[src/rtl/uart_tx_arbiter_if.sv]
// Handshake bundle between the requesters, the TX arbiter and the UART TX FIFO.
// The arbiter connects through the slave modport; the requester/FIFO side
// (or a testbench standing in for it) uses the master modport.
interface uart_tx_arbiter_if #(
    parameter int DataLength    = 8,
    parameter int NumRequesters = 4
);
    logic [NumRequesters-1:0]            i_req;
    logic [NumRequesters*DataLength-1:0] i_data;
    logic [NumRequesters-1:0]            i_last;
    logic [NumRequesters-1:0]            o_ack;
    logic [DataLength-1:0]               o_tx_data;
    logic                                o_tx_req;
    logic                                i_tx_full;

    modport slave (
        input  i_req,
        input  i_data,
        input  i_last,
        input  i_tx_full,
        output o_ack,
        output o_tx_data,
        output o_tx_req
    );

    modport master (
        output i_req,
        output i_data,
        output i_last,
        output i_tx_full,
        input  o_ack,
        input  o_tx_data,
        input  o_tx_req
    );
endinterface

[src/rtl/uart_tx_arbiter.sv]
// Packet-atomic round-robin arbiter in front of the UART TX FIFO.
// Optional stall timeout is built only when UART_ARB_TIMEOUT_EN is defined;
// otherwise o_timeout is tied low and a stalled owner keeps the grant.
//
// state   | meaning
// --------+-------------------------------------------------------------
// ST_IDLE | no owner; pick first requester at/after rr (one dead cycle)
// ST_SEND | owner's bytes forwarded to the FIFO until its last byte
module uart_tx_arbiter #(
    parameter int DataLength    = 8,
    parameter int NumRequesters = 4,
    parameter int TimeoutCycles = 1024
) (
    input  logic                             i_clk,
    input  logic                             i_rst_n,
    uart_tx_arbiter_if.slave                 bus,
    output logic [$clog2(NumRequesters)-1:0] o_owner,
    output logic                             o_busy,
    output logic                             o_timeout
);
    localparam int OwnerW = $clog2(NumRequesters);

    if (NumRequesters < 2 || TimeoutCycles < 1) begin : g_param_check
        $error("uart_tx_arbiter: needs NumRequesters >= 2 and TimeoutCycles >= 1");
    end

    typedef enum logic {
        ST_IDLE = 1'b0,
        ST_SEND = 1'b1
    } state_t;

    state_t              r_state;
    state_t              w_state_nxt;
    logic [OwnerW-1:0]   r_owner;
    logic [OwnerW-1:0]   w_owner_nxt;
    logic [OwnerW-1:0]   r_rr;
    logic [OwnerW-1:0]   w_rr_nxt;
    logic [OwnerW-1:0]   w_owner_inc;
    logic [OwnerW-1:0]   w_pick;
    logic [OwnerW:0]     w_off;
    logic [OwnerW:0]     w_sum;
    logic [NumRequesters-1:0] w_rot;
    logic                w_any;
    logic                w_owner_req;
    logic                w_owner_last;
    logic                w_xfer;
    logic                w_timeout_hit;

    assign w_any        = |bus.i_req;
    assign w_owner_req  = bus.i_req[r_owner];
    assign w_owner_last = bus.i_last[r_owner];
    assign w_xfer       = (r_state == ST_SEND) && w_owner_req && !bus.i_tx_full;

    // Rotate requests so bit 0 is the requester at rr, then take the lowest set bit.
    assign w_rot = NumRequesters'({bus.i_req, bus.i_req} >> r_rr);

    // Round-robin winner: first requester at or after rr, wrapping modulo N.
    always_comb begin
        w_off = '0;
        for (int j = NumRequesters - 1; j >= 0; j--) begin
            if (w_rot[j]) begin
                w_off = (OwnerW + 1)'(j);
            end
        end
        w_sum = {1'b0, r_rr} + w_off;
        if (w_sum >= (OwnerW + 1)'(NumRequesters)) begin
            w_pick = OwnerW'(w_sum - (OwnerW + 1)'(NumRequesters));
        end else begin
            w_pick = w_sum[OwnerW-1:0];
        end
    end

    // Pointer to the requester after the current owner; N-1 wraps to 0.
    always_comb begin
        if (r_owner == OwnerW'(NumRequesters - 1)) begin
            w_owner_inc = '0;
        end else begin
            w_owner_inc = r_owner + 1'b1;
        end
    end

    // Next-state logic: grant in IDLE, release on last byte or timeout.
    always_comb begin
        w_state_nxt = r_state;
        w_owner_nxt = r_owner;
        w_rr_nxt    = r_rr;
        case (r_state)
            ST_IDLE: begin
                if (w_any) begin
                    w_owner_nxt = w_pick;
                    w_state_nxt = ST_SEND;
                end
            end
            ST_SEND: begin
                if ((w_xfer && w_owner_last) || w_timeout_hit) begin
                    w_state_nxt = ST_IDLE;
                    w_rr_nxt    = w_owner_inc;
                end
            end
            default: w_state_nxt = ST_IDLE;
        endcase
    end

    // State, owner and round-robin pointer registers.
    always_ff @(posedge i_clk or negedge i_rst_n) begin
        if (!i_rst_n) begin
            r_state <= ST_IDLE;
            r_owner <= '0;
            r_rr    <= '0;
        end else begin
            r_state <= w_state_nxt;
            r_owner <= w_owner_nxt;
            r_rr    <= w_rr_nxt;
        end
    end

    // Transfer outputs are combinational so a byte moves in the cycle it is offered.
    always_comb begin
        bus.o_ack     = '0;
        bus.o_tx_req  = 1'b0;
        bus.o_tx_data = '0;
        if (w_xfer) begin
            bus.o_ack[r_owner] = 1'b1;
            bus.o_tx_req       = 1'b1;
            bus.o_tx_data      = bus.i_data[r_owner*DataLength +: DataLength];
        end
    end

    assign o_owner = r_owner;
    assign o_busy  = (r_state == ST_SEND);

`ifdef UART_ARB_TIMEOUT_EN
    localparam int CntW = $clog2(TimeoutCycles + 1);

    logic [CntW-1:0] r_stall_cnt;
    logic            r_timeout;

    // Only an owner that withdrew its request counts; FIFO-full stalls with req high clear it.
    assign w_timeout_hit = (r_state == ST_SEND) && !w_owner_req &&
                           (r_stall_cnt == CntW'(TimeoutCycles - 1));

    // Stall counter and one-cycle timeout pulse, aligned with the return to IDLE.
    always_ff @(posedge i_clk or negedge i_rst_n) begin
        if (!i_rst_n) begin
            r_stall_cnt <= '0;
            r_timeout   <= 1'b0;
        end else begin
            r_timeout <= w_timeout_hit;
            if ((r_state != ST_SEND) || w_owner_req || w_timeout_hit) begin
                r_stall_cnt <= '0;
            end else begin
                r_stall_cnt <= r_stall_cnt + 1'b1;
            end
        end
    end

    assign o_timeout = r_timeout;
`else
    assign w_timeout_hit = 1'b0;
    assign o_timeout     = 1'b0;
`endif
endmodule

[src/flat_wrapper.sv]
// flat-port wrapper written by rule: the top's interface ports become plain ports
module uart_tx_arbiter_flat 
#(
    parameter int DataLength    = 8,
    parameter int NumRequesters = 4,
    parameter int TimeoutCycles = 1024
)
  (i_clk, i_rst_n, o_owner, o_busy, o_timeout, bus_i_req, bus_i_data, bus_i_last, bus_i_tx_full, bus_o_ack, bus_o_tx_data, bus_o_tx_req);
  uart_tx_arbiter_if #(.DataLength(DataLength), .NumRequesters(NumRequesters)) bus_i ();
  input  logic i_clk;
  input  logic i_rst_n;
  output logic [$clog2(NumRequesters)-1:0] o_owner;
  output logic o_busy;
  output logic o_timeout;
  input wire logic [$bits(bus_i.i_req)-1:0] bus_i_req;
  input wire logic [$bits(bus_i.i_data)-1:0] bus_i_data;
  input wire logic [$bits(bus_i.i_last)-1:0] bus_i_last;
  input wire logic [$bits(bus_i.i_tx_full)-1:0] bus_i_tx_full;
  output wire logic [$bits(bus_i.o_ack)-1:0] bus_o_ack;
  output wire logic [$bits(bus_i.o_tx_data)-1:0] bus_o_tx_data;
  output wire logic [$bits(bus_i.o_tx_req)-1:0] bus_o_tx_req;
  assign bus_i.i_req = bus_i_req;
  assign bus_i.i_data = bus_i_data;
  assign bus_i.i_last = bus_i_last;
  assign bus_i.i_tx_full = bus_i_tx_full;
  assign bus_o_ack = bus_i.o_ack;
  assign bus_o_tx_data = bus_i.o_tx_data;
  assign bus_o_tx_req = bus_i.o_tx_req;
  uart_tx_arbiter #(.DataLength(DataLength), .NumRequesters(NumRequesters), .TimeoutCycles(TimeoutCycles)) u_core (.i_clk(i_clk), .i_rst_n(i_rst_n), .bus(bus_i), .o_owner(o_owner), .o_busy(o_busy), .o_timeout(o_timeout));
endmodule
[config.mk]
export PLATFORM = sky130hd
export DESIGN_NAME = uart_tx_arbiter_flat
export DESIGN_NICKNAME = d
export VERILOG_FILES = /design/src/rtl/uart_tx_arbiter_if.sv /design/src/rtl/uart_tx_arbiter.sv /design/src/flat_wrapper.sv
export SDC_FILE = /design/constraint.sdc
export NUM_CORES = 1
export LEC_CHECK = 0
export BUFFER_PORTS_ARGS = -buffer_cell sky130_fd_sc_hd__buf_2
export CORE_MARGIN = 4
export CORE_UTILIZATION = 35
export CTS_BUF_LIST = sky130_fd_sc_hd__clkbuf_4 sky130_fd_sc_hd__clkbuf_8
export DETAILED_ROUTE_END_ITERATION = 8
export PLACE_DENSITY = 0.86
export SYNTH_ARGS = -nofsm -noshare
export SYNTH_HDL_FRONTEND = slang
export SYNTH_SLANG_ARGS = --single-unit
[constraint.sdc]
create_clock -name i_clk -period 2 [get_ports i_clk]
set_clock_uncertainty 0.2 [all_clocks]
set_input_delay 0.2 -clock i_clk [delete_from_list [all_inputs] [get_ports i_clk]]
set_output_delay 0.2 -clock i_clk [all_outputs]
set_load 0.005 [all_outputs]
==> results of run 1 <==
-- layout by cell type, fill, tap and decap left out, types with 2 or more instances in the layout --
cell type	synthesis	layout
inv_1	9	9
o311a_1	2	2
o211ai_1	3	3
clkbuf_4	0	4
buf_4	1	9
nor3b_1	2	2
nand2_1	6	6
ha_1	5	4
mux2_4	2	2
nand3b_1	2	2
buf_2	5	58
nor2b_1	9	7
dfrtp_1	5	3
dfrtp_2	0	2
mux4_2	9	9
buf_6	1	3
o21ai_0	3	2
buf_12	0	2
nor2_1	10	9
-- final cells by class --
class / count / area (um2) / area share (%)
Sequential cell: 5 / 128 / 9.56
Inverter: 9 / 33.8 / 2.53
Timing Repair Buffer: 73 / 442 / 33.1
Multi-Input combinational cell: 68 / 667 / 50.0
Clock buffer: 4 / 30.0 / 2.25
Tap cell: 28 / 35.0 / 2.62
-- sequential cells by signal, summed over array words and instances, names as in the netlist --
signal	flops
u_core.r_rr	2
u_core.o_owner	2
u_core.o_busy	1
-- timing repair --
| action | CTS | global route |
|---|---|---|
| resized for setup | 5 | 8 |
| hold endpoints to repair | 5 | 0 |
| hold buffers | 1 | 0 |
| gates cloned | 0 | 0 |
| setup buffers | 6 | 1 |
| pin swaps | 7 | 3 |
| setup endpoints to repair | 14 | 14 |
-- power by group through the flow --
| stage | sequential (mW) | combinational, mW | clock, mW |
|---|---|---|---|
| after floorplan | 0.205 | 0.710 | 0 |
| after global placement | 0.232 | 0.967 | 0 |
| after detailed placement | 0.235 | 1.01 | 0 |
| after CTS | 0.227 | 1.13 | 0.134 |
| after global routing | 0.236 | 1.39 | 0.139 |
| final | 0.231 | 1.27 | 0.126 |
-- worst paths after layout --
path / startpoint / to / slack [ps] / cells past startpoint
worst max-delay path: u_core.r_rr[1] / u_core.o_owner[1] / -30 / 9
worst min-delay path: i_rst_n / u_core.r_rr[0] / 100 / 2
worst max register to register: u_core.r_rr[1] / u_core.o_owner[1] / -30 / 9
worst min register to register: u_core.o_busy / u_core.o_busy / 410 / 2
max in group asynchronous: i_rst_n / u_core.o_owner[1] / 1350 / 2
min in group i_clk: bus_i_req[0] / u_core.o_owner[1] / 200 / 3
-- kinds of logic (layout without fill, tap and decap cells) --
kind of cell	count (synthesis)	count (layout)	synth area share [%]
fa+ha+maj	5	5	7.65
simple gates	34	34	22.3
other cells	1	1	0.458
compound gates	15	15	13.6
xor+xnor	1	1	1.07
buf+inv	17	86	9.94
mux	12	12	29.7
flops	5	5	15.3
-- metrics by stage --
step           setup slack [ps]  power, mW  instance area (um2)
3_5_place_dp              -84.9       1.24                 1170
4_1_cts                   -6.38       1.49                 1270
6_report                  -27.5       1.63                 1340
5_1_grt                    -127       1.76                 1340
2_1_floorplan             -13.8      0.915                  835
3_3_place_gp               30.5       1.20                 1170
-- per-layer routing --
| layer | vias up | part of all wire, % | global-route usage, % | wire (um) |
|---|---|---|---|---|
| li1 | 465 | - | - | - |
| met1 | 457 | 36 | 19.3 | 997 |
| met2 | 71 | 53 | 30.7 | 1460 |
| met3 | 2 | 11 | 4.60 | 309 |
| met4 | 0 | 0.29 | 5.08 | 8 |
| met5 | - | 0 | 0 | 0 |
==> key figures, run 1 <==
STA
  • Final Worst Setup Slack: -27.5 ps
  • Fin. Hold Viols: 0
  • Maximum clock rate: 493 MHz
  • TNS Setup: -27.6 ps
  • Hold Slack: 101 ps
  • Final setup violation count: 2
  • RSZ-0062 raised after global routing: yes
  • Minimum clock period: 2030 ps
  • Slew Viols, Final: 0
  • Tcrit/Tclk final: 101%

Synthesis
  • Largest cells by area after synthesis: mux4_2 25%, dfrtp_1 15%, ha_1 7.6%
  • Synth Warn #: 0
  • Top cells by count, synth: 10 x nor2_1, 9 x inv_1, 9 x mux4_2, 9 x nor2b_1, 6 x nand2_1
  • Most common cell in the netlist: nor2_1
  • Commonest register cell after synthesis: dfrtp_1
  • Number of synthesized flops with an enable pin: 0
  • Dominant cell type by area after synthesis: mux4_2
  • Top cell type's share of synthesized area: 24.8%
  • Syn_nets: 138
  • Mapped Avg Cell Area: 9.09 um2
  • Post-synth cell types: 32
  • Post-synthesis sequential area ratio: 15.3%
  • Ys async rst share: 100%
  • Cells after synthesis: 90
  • #FFs+latches synth: 5
  • Post-Syn Area: 818 um2

Clock network
  • CTS tree: done
  • Root Buffer: clkbuf_4
  • Clock Tree Buf Depth: 2
  • Clock transition at the registers of the reported paths: 40 ps
  • CTS Buf Count: 3
  • Worst skew pair latency: 240 ps
  • Number of H-tree levels: 1
  • Sink Count: 5

Floorplan
  • DIE AREA: 3180 um2
  • Core box area: 2210 um2
  • DIE HEIGHT: 56.4 um
  • Die W: 56.4 um
  • Row cnt: 17
  • I/O Pins: 60
  • Starting density of the core: 37.0%

Route
  • Via density: 5.32
  • Drc violations: 0
  • Drt initial violations: 29
  • Routed wire per std cell: 14.8 um
  • Via count: 995
  • Final ANT Viol Nets: 0
  • DRT Wirelength: 2780 um
  • First drt pass iteration count: 4

Final layout
  • Utilization after layout: 60.4%
  • Final nets: 208
  • Layout cell share with drive strength beyond 1: 61.0%
  • Area growth from synthesis to layout: 63.1%
  • Fin cells: 187
  • # fillers: 195
  • # diodes: 0

GRT
  • Grt ovf: 0
  • Initial antenna violation count: 0
  • Vias in the first global route: 1,065
  • Tot GR Track Use: 17.0%
  • Largest net degree at the start of global routing: 11
  • Global-route wire length before repair: 4490 um

Critical path
  • CP cell instances: nand2_1 > a2bb2oi_2 > o211ai_1 > o31a_1 > ha_4 > xnor2_4 > nor3_1 > o311a_1 > a211o_1
  • Required time of the worst setup path: 1920 ps
  • Slowest CP cell: dfrtp_1
  • CP arrival: 1940 ps
  • Crit Path Max Fanout: 4
  • CP delay by family, top: compound AO/OA/AOI/OAI gates
  • Critical Path Start Type: register
  • Worst setup path class: register to register
  • CP bufs+invs: 0
  • CP Capture Type: register
  • Largest stage delay, worst path: 410 ps

Place
  • Gpl congestion: 0.842
  • Dpl hpwl: 2230 um
  • Cells after DPL: 175
  • PortBufs: 58

Power and ir drop
  • Net Sw Frac: 39.2%
  • Internal Power: 0.988 mW
  • Clk pwr share: 7.7%
  • Sw Pwr: 0.638 mW
  • Sequential share of power: 14.2%
  • Leak pwr: 0.676 nW
  • Worst IR Drop VDD: 0.907 mV
  • Pwr Density: 1220 nW/um2
  • Logic pwr share: 78.1%

Worst hold path
  • Worst Hold Class: input port to asynchronous set/reset pin

Run status
  • Status: finished, violations left
  • Failing checks: setup timing

Flow run
  • Max-Cap Viols: 0
Power figures use the tool's default switching activity.
==> run 2: changes to the inputs <==
--- a/config.mk
+++ b/config.mk
@@ -10,7 +10,7 @@
 export CORE_UTILIZATION = 35
 export CTS_BUF_LIST = sky130_fd_sc_hd__clkbuf_4 sky130_fd_sc_hd__clkbuf_8
 export DETAILED_ROUTE_END_ITERATION = 8
-export PLACE_DENSITY = 0.86
+export PLACE_DENSITY = 0.74
 export SYNTH_ARGS = -nofsm -noshare
 export SYNTH_HDL_FRONTEND = slang
 export SYNTH_SLANG_ARGS = --single-unit
==> run 2 against run 1 <==
Net effect: final area shrank 4.9%; sequential cell count did not move; sequential share of layout area increased by 0.49 points; hold slack worse by 9.1 ps; critical endpoint is now bus_o_tx_data[0]; worst setup slack better by 35 ps; non-clock buffer count fell by 3; first-iteration DRC count shrank 38%; combinational power is 14% lower; critical path depth is 5 lower; the flow now finishes without violations.
==> key figures, run 2 (synthesis gave the netlist of run 1 again) <==
Run status
  • Status: complete, no violations

GRT
  • Initial antenna violation count: 0
  • Tot GR Track Use: 16.3%
  • Vias in the first global route: 930
  • Largest net degree at the start of global routing: 14
  • Global-route wire length before repair: 4130 um
  • Grt ovf: 0

Critical path
  • Worst r2r src: u_core.r_rr[1]
  • Worst setup path class: register to output pin
  • Flop-to-flop setup slack: 20 ps
  • CP Capture Type: output pin
  • CP arrival: 1590 ps
  • Critical Path Start Type: register
  • CP cell instances: buf_6 > mux4_2 > nor2b_2 > buf_2
  • Largest stage delay, worst path: 500 ps
  • Reg2Reg Capture Point: u_core.o_owner[1]
  • Required time of the worst setup path: 1600 ps
  • Slowest CP cell: mux4_2
  • Crit Path Max Fanout: 6
  • Worst Reg-to-Reg Cells: 8

STA
  • Slew Viols, Final: 0
  • Tcrit/Tclk final: 99.6%
  • Final setup violation count: 0
  • Minimum clock period: 1990 ps
  • RSZ-0062 raised after global routing: yes
  • Final Worst Setup Slack: 7.76 ps
  • Maximum clock rate: 502 MHz
  • Fin. Hold Viols: 0

Route
  • Via density: 4.98
  • Drc violations: 0
  • Drt initial violations: 18
  • DRT Wirelength: 2590 um
  • Final ANT Viol Nets: 0
  • First drt pass iteration count: 4
  • Routed wire per std cell: 14.0 um
  • Via count: 916

Place
  • Dpl cell area: 1160 um2
  • Gpl congestion: 0.840
  • PortBufs: 58
  • Dpl hpwl: 2110 um
  • Setup WS pre-CTS: 6.41 ps

Clock network
  • Worst skew pair latency: 240 ps
  • CTS tree: done
  • CTS Buf Count: 3
  • Root Buffer: clkbuf_4
  • Clock transition at the registers of the reported paths: 50 ps
  • Sink Count: 5
  • Clock Tree Buf Depth: 2
  • Number of H-tree levels: 1

Power and ir drop
  • Clk pwr share: 9.3%
  • Sw Pwr: 0.576 mW
  • Net Sw Frac: 40.1%
  • Worst IR Drop VDD: 0.666 mV
  • Pwr Density: 1130 nW/um2
  • Logic pwr share: 75.5%
  • Leak pwr: 0.651 nW
  • Sequential share of power: 15.2%
  • Total power: 1.44 mW
  • Internal Power: 0.862 mW

Floorplan
  • Starting density of the core: 37.0%
  • Core box area: 2210 um2
  • Die W: 56.4 um
  • I/O Pins: 60
  • DIE HEIGHT: 56.4 um
  • DIE AREA: 3180 um2
  • Row cnt: 17

Final layout
  • Final nets: 205
  • # diodes: 0
  • Layout cell share with drive strength beyond 1: 61.5%
  • Final instance area: 1270 um2
  • Most frequent cells in the layout: 58 x buf_2, 9 x inv_1, 9 x nor2_1, 9 x mux4_2, 7 x buf_4
  • Area growth from synthesis to layout: 55.2%
  • Most common cell after layout, fill and taps aside: buf_2

Flow run
  • Max-Cap Viols: 0

Worst hold path
  • Worst Hold Class: input port to asynchronous set/reset pin
run 2: cell count changes in the layout (fill, tap and decap cells not counted), sizes merged:
cell,previous run,this run
buf,72,69
run 2: layout make-up:
| cell class | count | area [um2] |
|---|---|---|
| multi-input cells | 68 | 646 |
| well taps | 28 | 35.0 |
| fillers | 201 | 942 |
| repair buffers | 70 | 398 |
| flip-flops and latches | 5 | 128 |
| clock buffers | 4 | 30.0 |
| inverters | 9 | 33.8 |
run 2: power by group through the flow:
| stage | clock network (mW) | registers [mW] | logic (mW) |
|---|---|---|---|
| after floorplan | 0 | 0.205 | 0.710 |
| after global placement | 0 | 0.207 | 0.951 |
| after detailed placement | 0 | 0.211 | 0.972 |
| after CTS | 0.140 | 0.209 | 1.01 |
| after global routing | 0.152 | 0.226 | 1.19 |
| final | 0.134 | 0.218 | 1.09 |
run 2: layer usage:
metal  vias to the layer above  global-route usage (%)  part of all wire [%]
li1                        454                       -                     -
met2                        29                    31.6                    58
met4                         0                    6.10                   1.4
met1                       429                    17.5                    36
met3                         4                    2.30                   5.2
met5                         -                       0                     0
run 2: worst max-delay path by stage:
stage                            startpoint                end  slack, ps  cells past startpoint
after floorplan              u_core.r_rr[1]  u_core.o_owner[1]        -10                      9
after global placement       u_core.r_rr[1]  u_core.o_owner[1]         40                      8
after detailed placement     u_core.r_rr[1]  u_core.o_owner[1]          6                      8
after CTS                    u_core.r_rr[1]  u_core.o_owner[1]          7                      8
after global routing      u_core.o_owner[0]   bus_o_tx_data[1]        -90                      6
final                     u_core.o_owner[0]   bus_o_tx_data[0]          8                      4
run 2: what timing repair did:
| item | CTS | global route |
|---|---|---|
| pin swaps | 2 | 4 |
| hold buffers | 1 | 0 |
| endpoints found under the hold margin | 5 | 0 |
| setup endpoints to repair | 6 | 14 |
| gates resized for setup | 2 | 13 |
| gates cloned | 0 | 1 |
| buffers inserted | 1 | 2 |
run 2: worst max-delay path: cells and delay by family, from the launching register on:
| kind | cells | cell delay (ps) |
|---|---|---|
| multiplexers | 1 | 500 |
| buffers and inverters | 2 | 280 |
| flip-flops | 1 | 400 |
| AND/OR/NAND/NOR | 1 | 160 |
run 2: per-stage QoR:
stage	utilization, %	hold slack [ps]	TNS [ps]	std cells
after global placement	52.4	-180	0	175
final	57.4	92.1	0	184
after detailed placement	52.4	-180	0	175
after CTS	54.9	83.4	0	181
after floorplan	-	-296	-13.8	90
after global routing	57.4	107	-726	184
